[src/rtl/aes_mixcol_ark_if.sv]
// Bundle between the ShiftRows stage, this stage and the next SubBytes stage.
// AES_MC_PARITY_EN adds parity_out[15:0].
interface aes_mixcol_ark_if;
  logic [127:0] state_in;
  logic [127:0] key_in;
  logic [31:0]  srw_in;
  logic [7:0]   rcon_in;
  logic         empty_in;
  logic         hold;
  logic [127:0] state_out;
  logic [127:0] key_out;
  logic [7:0]   rcon_out;
  logic         empty;
`ifdef AES_MC_PARITY_EN
  logic [15:0]  parity_out;

  modport master (
    output state_in, key_in, srw_in,
    output rcon_in, empty_in, hold,
    input  state_out, key_out,
    input  rcon_out, empty, parity_out
  );
  modport slave (
    input  state_in, key_in, srw_in,
    input  rcon_in, empty_in, hold,
    output state_out, key_out,
    output rcon_out, empty, parity_out
  );
`else
  modport master (
    output state_in, key_in, srw_in,
    output rcon_in, empty_in, hold,
    input  state_out, key_out,
    input  rcon_out, empty
  );
  modport slave (
    input  state_in, key_in, srw_in,
    input  rcon_in, empty_in, hold,
    output state_out, key_out,
    output rcon_out, empty
  );
`endif
endinterface

[src/rtl/aes_mixcol_ark.sv]
// AES-128 MixColumns + AddRoundKey stage with on-the-fly key expansion.
// 2-cycle pipe with global hold; AES_MC_PARITY_EN adds byte parity.
module aes_mixcol_ark #(
  parameter logic [7:0] LAST_RCON = 8'h36,
  parameter logic [7:0] RCON_POLY = 8'h1B
) (
  input  logic         clock,
  input  logic         resetn,
  aes_mixcol_ark_if.slave bus
);

  function automatic logic [7:0] xt(
    input logic [7:0] x
  );
    return {x[6:0], 1'b0} ^
           (x[7] ? RCON_POLY : 8'h00);
  endfunction

  // column word: row 0 in the MSB
  function automatic logic [31:0] col(
    input logic [127:0] s,
    input int           c
  );
    return {s[8*c +: 8], s[8*(4+c) +: 8],
            s[8*(8+c) +: 8], s[8*(12+c) +: 8]};
  endfunction

  function automatic logic [31:0] mix(
    input logic [31:0] x
  );
    logic [7:0] b0, b1, b2, b3;
    logic [7:0] r0, r1, r2, r3;
    b0 = x[31:24];
    b1 = x[23:16];
    b2 = x[15:8];
    b3 = x[7:0];
    r0 = xt(b0) ^ xt(b1) ^ b1 ^ b2 ^ b3;
    r1 = b0 ^ xt(b1) ^ xt(b2) ^ b2 ^ b3;
    r2 = b0 ^ b1 ^ xt(b2) ^ xt(b3) ^ b3;
    r3 = xt(b0) ^ b0 ^ b1 ^ b2 ^ xt(b3);
    return {r0, r1, r2, r3};
  endfunction

  logic [127:0] s1_state_q, s1_state_d;
  logic [127:0] s1_key_q, s1_key_d;
  logic [7:0]   s1_rcon_q, s1_rcon_d;
  logic         s1_last_q, s1_last_d;
  logic         s1_empty_q;

  logic [127:0] s2_state_q, s2_state_d;
  logic [127:0] s2_key_q;
  logic [7:0]   s2_rcon_q;
  logic         s2_empty_q;
`ifdef AES_MC_PARITY_EN
  logic [15:0]  s2_par_q, s2_par_d;
`endif

  always_comb begin
    logic [31:0] nk;
    s1_state_d = bus.state_in;
    s1_rcon_d  = xt(bus.rcon_in);
    s1_last_d  = (bus.rcon_in == LAST_RCON);
    s1_key_d   = '0;
    nk = col(bus.key_in, 0) ^ bus.srw_in ^
         {bus.rcon_in, 24'h0};
    for (int c = 0; c < 4; c++) begin
      if (c != 0) nk = nk ^ col(bus.key_in, c);
      s1_key_d[8*c +: 8]      = nk[31:24];
      s1_key_d[8*(4+c) +: 8]  = nk[23:16];
      s1_key_d[8*(8+c) +: 8]  = nk[15:8];
      s1_key_d[8*(12+c) +: 8] = nk[7:0];
    end
  end

  always_comb begin
    logic [31:0] m;
    s2_state_d = '0;
    for (int c = 0; c < 4; c++) begin
      m = col(s1_state_q, c);
      if (!s1_last_q) m = mix(m);
      s2_state_d[8*c +: 8]      = m[31:24];
      s2_state_d[8*(4+c) +: 8]  = m[23:16];
      s2_state_d[8*(8+c) +: 8]  = m[15:8];
      s2_state_d[8*(12+c) +: 8] = m[7:0];
    end
    s2_state_d = s2_state_d ^ s1_key_q;
  end

`ifdef AES_MC_PARITY_EN
  always_comb begin
    s2_par_d = '0;
    for (int i = 0; i < 16; i++)
      s2_par_d[i] = ^s2_state_d[8*i +: 8];
  end
`endif

  // empty slots still load the datapath; only empty gates use
  always_ff @(posedge clock or negedge resetn) begin
    if (!resetn) begin
      s1_state_q <= '0;
      s1_key_q   <= '0;
      s1_rcon_q  <= '0;
      s1_last_q  <= 1'b0;
      s1_empty_q <= 1'b1;
      s2_state_q <= '0;
      s2_key_q   <= '0;
      s2_rcon_q  <= '0;
      s2_empty_q <= 1'b1;
`ifdef AES_MC_PARITY_EN
      s2_par_q   <= '0;
`endif
    end else if (!bus.hold) begin
      s1_state_q <= s1_state_d;
      s1_key_q   <= s1_key_d;
      s1_rcon_q  <= s1_rcon_d;
      s1_last_q  <= s1_last_d;
      s1_empty_q <= bus.empty_in;
      s2_state_q <= s2_state_d;
      s2_key_q   <= s1_key_q;
      s2_rcon_q  <= s1_rcon_q;
      s2_empty_q <= s1_empty_q;
`ifdef AES_MC_PARITY_EN
      s2_par_q   <= s2_par_d;
`endif
    end
  end

  assign bus.state_out = s2_state_q;
  assign bus.key_out   = s2_key_q;
  assign bus.rcon_out  = s2_rcon_q;
  assign bus.empty     = s2_empty_q;
`ifdef AES_MC_PARITY_EN
  assign bus.parity_out = s2_par_q;
`endif

endmodule

[src/flat_wrapper.sv]
// flat-port wrapper written by rule: the top's interface ports become plain ports
module aes_mixcol_ark_flat 
#(
  parameter logic [7:0] LAST_RCON = 8'h36,
  parameter logic [7:0] RCON_POLY = 8'h1B
)
  (clock, resetn, bus_state_in, bus_key_in, bus_srw_in, bus_rcon_in, bus_empty_in, bus_hold, bus_state_out, bus_key_out, bus_rcon_out, bus_empty);
  aes_mixcol_ark_if bus_i ();
  input  logic clock;
  input  logic resetn;
  input wire logic [$bits(bus_i.state_in)-1:0] bus_state_in;
  input wire logic [$bits(bus_i.key_in)-1:0] bus_key_in;
  input wire logic [$bits(bus_i.srw_in)-1:0] bus_srw_in;
  input wire logic [$bits(bus_i.rcon_in)-1:0] bus_rcon_in;
  input wire logic [$bits(bus_i.empty_in)-1:0] bus_empty_in;
  input wire logic [$bits(bus_i.hold)-1:0] bus_hold;
  output wire logic [$bits(bus_i.state_out)-1:0] bus_state_out;
  output wire logic [$bits(bus_i.key_out)-1:0] bus_key_out;
  output wire logic [$bits(bus_i.rcon_out)-1:0] bus_rcon_out;
  output wire logic [$bits(bus_i.empty)-1:0] bus_empty;
  assign bus_i.state_in = bus_state_in;
  assign bus_i.key_in = bus_key_in;
  assign bus_i.srw_in = bus_srw_in;
  assign bus_i.rcon_in = bus_rcon_in;
  assign bus_i.empty_in = bus_empty_in;
  assign bus_i.hold = bus_hold;
  assign bus_state_out = bus_i.state_out;
  assign bus_key_out = bus_i.key_out;
  assign bus_rcon_out = bus_i.rcon_out;
  assign bus_empty = bus_i.empty;
  aes_mixcol_ark #(.LAST_RCON(LAST_RCON), .RCON_POLY(RCON_POLY)) u_core (.clock(clock), .resetn(resetn), .bus(bus_i));
endmodule
[config.mk]
export PLATFORM = sky130hd
export DESIGN_NAME = aes_mixcol_ark_flat
export DESIGN_NICKNAME = d
export VERILOG_FILES = /design/src/rtl/aes_mixcol_ark_if.sv /design/src/rtl/aes_mixcol_ark.sv /design/src/flat_wrapper.sv
export SDC_FILE = /design/constraint.sdc
export NUM_CORES = 1
export LEC_CHECK = 0
export BUFFER_PORTS_ARGS = -buffer_cell sky130_fd_sc_hd__clkbuf_2
export CAP_MARGIN = 20
export CORE_MARGIN = 1
export CORE_UTILIZATION = 56
export DETAILED_ROUTE_END_ITERATION = 16
export GPL_TIMING_DRIVEN = 0
export PLACE_DENSITY = 0.77
export SYNTH_ARGS = -nofsm -noshare
export SYNTH_HDL_FRONTEND = slang
export SYNTH_SLANG_ARGS = --single-unit
[constraint.sdc]
create_clock -name clock -period 1.8 [get_ports clock]
set_input_delay 0 -clock clock [delete_from_list [all_inputs] [get_ports clock]]
set_output_delay 0 -clock clock [all_outputs]
set_load 0.01 [all_outputs]
==> impl_metrics.env <==
export IMPL_h_tree_depth=2
export IMPL_critPathKind="in2reg"
export IMPL_avgSynthCellArea_um2=12.0
export IMPL_gp_congestion=0.964
export IMPL_antenna_found_initial=7
export IMPL_ys_async_sr_fraction=1.00
export IMPL_finalMaxSlewViolations=0
export IMPL_syn_nets=2627
export IMPL_cp_arrival_ns=2.35
export IMPL_ys_seq_area_frac=0.474
export IMPL_slew_headroom=0.239
export IMPL_die_area_um2=50900
export IMPL_drtIter0Drc=2049
export IMPL_critical_path_slowest_cell="xor2_1"
export IMPL_cp_start_kind="input port"
export IMPL_path_max_fanout=2
export IMPL_fin_nets=3562
export IMPL_grt_pass1_vias=23900
export IMPL_critical_path_max_stage_delay_ns=0.92
export IMPL_crit_required_ns=2.27
export IMPL_layout_commonest_cell="clkbuf_2"
export IMPL_clk_pin_slew_worst_paths_ns=0.06
export IMPL_die_x_um=226
export IMPL_grt_max_degree=113
export IMPL_via_count=23100
export IMPL_synthDistinctLibCells=27
export IMPL_rsz0062_at_grt="yes"
export IMPL_cp_end_kind="register"
export IMPL_grtUsageTotal=0.427
export IMPL_clock_path_buffers=3
export IMPL_p_sw_w=0.0173
export IMPL_yosysWarnings=0
export IMPL_final_seq_area_um2=13300
export IMPL_cts_setup_buffers=0
export IMPL_clock_tree_root_cell="clkbuf_16"
export IMPL_place_ws_ns=-0.555
export IMPL_p_total_w=0.0478
export IMPL_internal_power_w=0.0305
export IMPL_ant_nets=0
export IMPL_drc_errors=0
export IMPL_irDropWorstVdd_mv=0.928
export IMPL_drt_pass1_iter_count=6
export IMPL_holdWs_ns=-0.0875
export IMPL_failed_checks="negative hold slack, negative setup slack"
export IMPL_outcome="finished, violations left"
export IMPL_maxCapViolCount=0
export IMPL_power_share_switching=0.362
export IMPL_setup_violations_final=11
export IMPL_port_buffers=563
export IMPL_finalHoldViolCount=59
export IMPL_grt_pass1_wl_mm=156
export IMPL_synth_edf_count=0
export IMPL_cts_tree="yes"
export IMPL_dieHeight_um=226
export IMPL_leakage_nw=16.3
export IMPL_layout_drive_gt1_share=0.330
export IMPL_utilization=0.751
export IMPL_min_period_ns=1.88
export IMPL_crit_top_cell="xor2_1"
export IMPL_worst_pin_slew_ns=1.14
export IMPL_cts_buffers=56
export IMPL_layout_common_cells="clkbuf_2 (584), dfrtp_1 (529), xnor2_1 (507), dlygate4sd3_1 (307), xor2_1 (241)"
export IMPL_clock_sinks=531
export IMPL_via_per_inst=5.81
export IMPL_seqPwrFrac=0.382
export IMPL_clock_fmax_mhz=531
export IMPL_routed_wirelength_mm=109
export IMPL_pin_count=565
export IMPL_core_area_um2=49200
export IMPL_fill_cells=3208
export IMPL_syn2layout_area_growth_pct=31.7
export IMPL_ys_ff_latch=531
export IMPL_start_util=0.570
export IMPL_multiInputGateArea_um2=13800
export IMPL_syn_inst=2327
export IMPL_final_instance_count_excl_fill=3973
export IMPL_clk_latency_ns=0.63
export IMPL_synth_area_um2=28000
export IMPL_wire_per_inst_um=27.3
export IMPL_skew_ns=0.0288
export IMPL_path_cells="dlygate4sd3_1 > clkbuf_2 > xnor3_1 > xor2_1 > xor2_1 > o21ai_1"
export IMPL_dp_hpwl_mm=78.6
export IMPL_synthFlopType="dfrtp_1"
export IMPL_dp_cells=3560
export IMPL_rows=81
export IMPL_power_share_clock=0.254
export IMPL_grt_overflow=0
export IMPL_setup_ws_ns=-0.0839
export IMPL_hold_path_class="in2async"
export IMPL_powerDensity_nw_per_um2=1290
export IMPL_post_route_period_util=1.05
export IMPL_comb_power_share=0.363
synth_stat cells, types with 2 or more instances:
cell        n  area share
nand2_1    69      0.0092
clkbuf_1   89       0.012
dfstp_2     2      0.0019
mux2_1     72       0.029
o22ai_1   128       0.029
o21ai_0    41      0.0073
buf_1       3     0.00040
o21ai_1    27      0.0048
nor2_1     25      0.0033
xor3_1      7      0.0059
xnor2_1   508        0.16
a21oi_1   151       0.027
xnor2_2    23       0.013
xnor3_1    31       0.025
xor2_1    247       0.077
mux2_2    239       0.096
dfrtp_1   529        0.47
buf_2     127       0.023
path summary, 6_finish.rpt:
kind	startpoint	end	slack, ns	depth (start not counted)
min in group clock	bus_key_in[41]	u_core.s1_key_q[41]	-0.01	3
max reg2reg	u_core.s1_last_q	u_core.bus.state_out[61]	-0.04	4
min	resetn	u_core.s1_key_q[29]	-0.09	2
max	bus_key_in[98]	u_core.s1_key_q[122]	-0.08	6
max in group asynchronous	resetn	u_core.bus.key_out[78]	0.43	4
min reg2reg	u_core.bus.key_out[41]	u_core.bus.key_out[41]	0.49	1
critical path, delay by kind of cell:
kind                   cells  cell delay (ns)
XOR/XNOR                   3             1.60
buffers and inverters      2             0.66
AO/OA/AOI/OAI              1             0.08
metrics by stage:
step / cell area [µm²] / TNS (ns)
final: 36900 / -0.237
after global routing: 36900 / -0.809
after CTS: 36800 / 0
after detailed placement: 31800 / -43.36
after global placement: 31700 / -6106.79
after floorplan: 28000 / 0
per-layer routing:
layer  share of wire  GRT usage  vias to the layer above  routed length, µm
met1            0.36      0.505                    11500              39200
met3            0.10      0.112                      429              10900
met2            0.46      0.685                     1494              50400
met4           0.075      0.293                        0               8100
li1                -          -                     9618                  -
met5               0          0                        -                  0
timing repair:
action / 4_1_cts / 5_1_grt
resized for setup: 20 / 22
hold endpoints to repair: 347 / 11
setup endpoints to repair: 121 / 170
hold buffers: 304 / 4
cloned: 0 / 0
pin swaps: 0 / 1
area by class of cell:
class,count,share of cell area
diodes,7,0.000475
plain buffers,220,0.0277
clock buffers,77,0.0429
clock inverters,21,0.00780
inverters,1,0.000102
multi-input cells,1575,0.374
flip-flops and latches,531,0.360
well taps,664,0.0225
repair buffers,877,0.165
logic make-up after synthesis:
logic type	count (synthesis)	share of synthesized area
xor gates and xnor gates	820	0.284
DFF	531	0.474
buffers and inverters	221	0.0356
AOI/OAI and AO/OA	347	0.0677
muxes	312	0.126
and+or+nand+nor	96	0.0132
power by group through the flow:
stage                     clock [W]  combinational [W]  sequential [W]
after floorplan                   0            0.00981          0.0179
after detailed placement          0             0.0161          0.0182
after global routing         0.0125             0.0185          0.0183
after global placement            0             0.0156          0.0182
after CTS                    0.0121             0.0169          0.0181
final                        0.0121             0.0173          0.0183
state kept, by name (all words and copies together), names as in the netlist, 8 cells and up:
register / count
u_core.s1_key_q: 128
u_core.bus.rcon_out: 8
u_core.bus.key_out: 128
u_core.s1_state_q: 128
u_core.s1_rcon_q: 8
u_core.bus.state_out: 128
No activity file was read; power rests on OpenSTA's default activity.
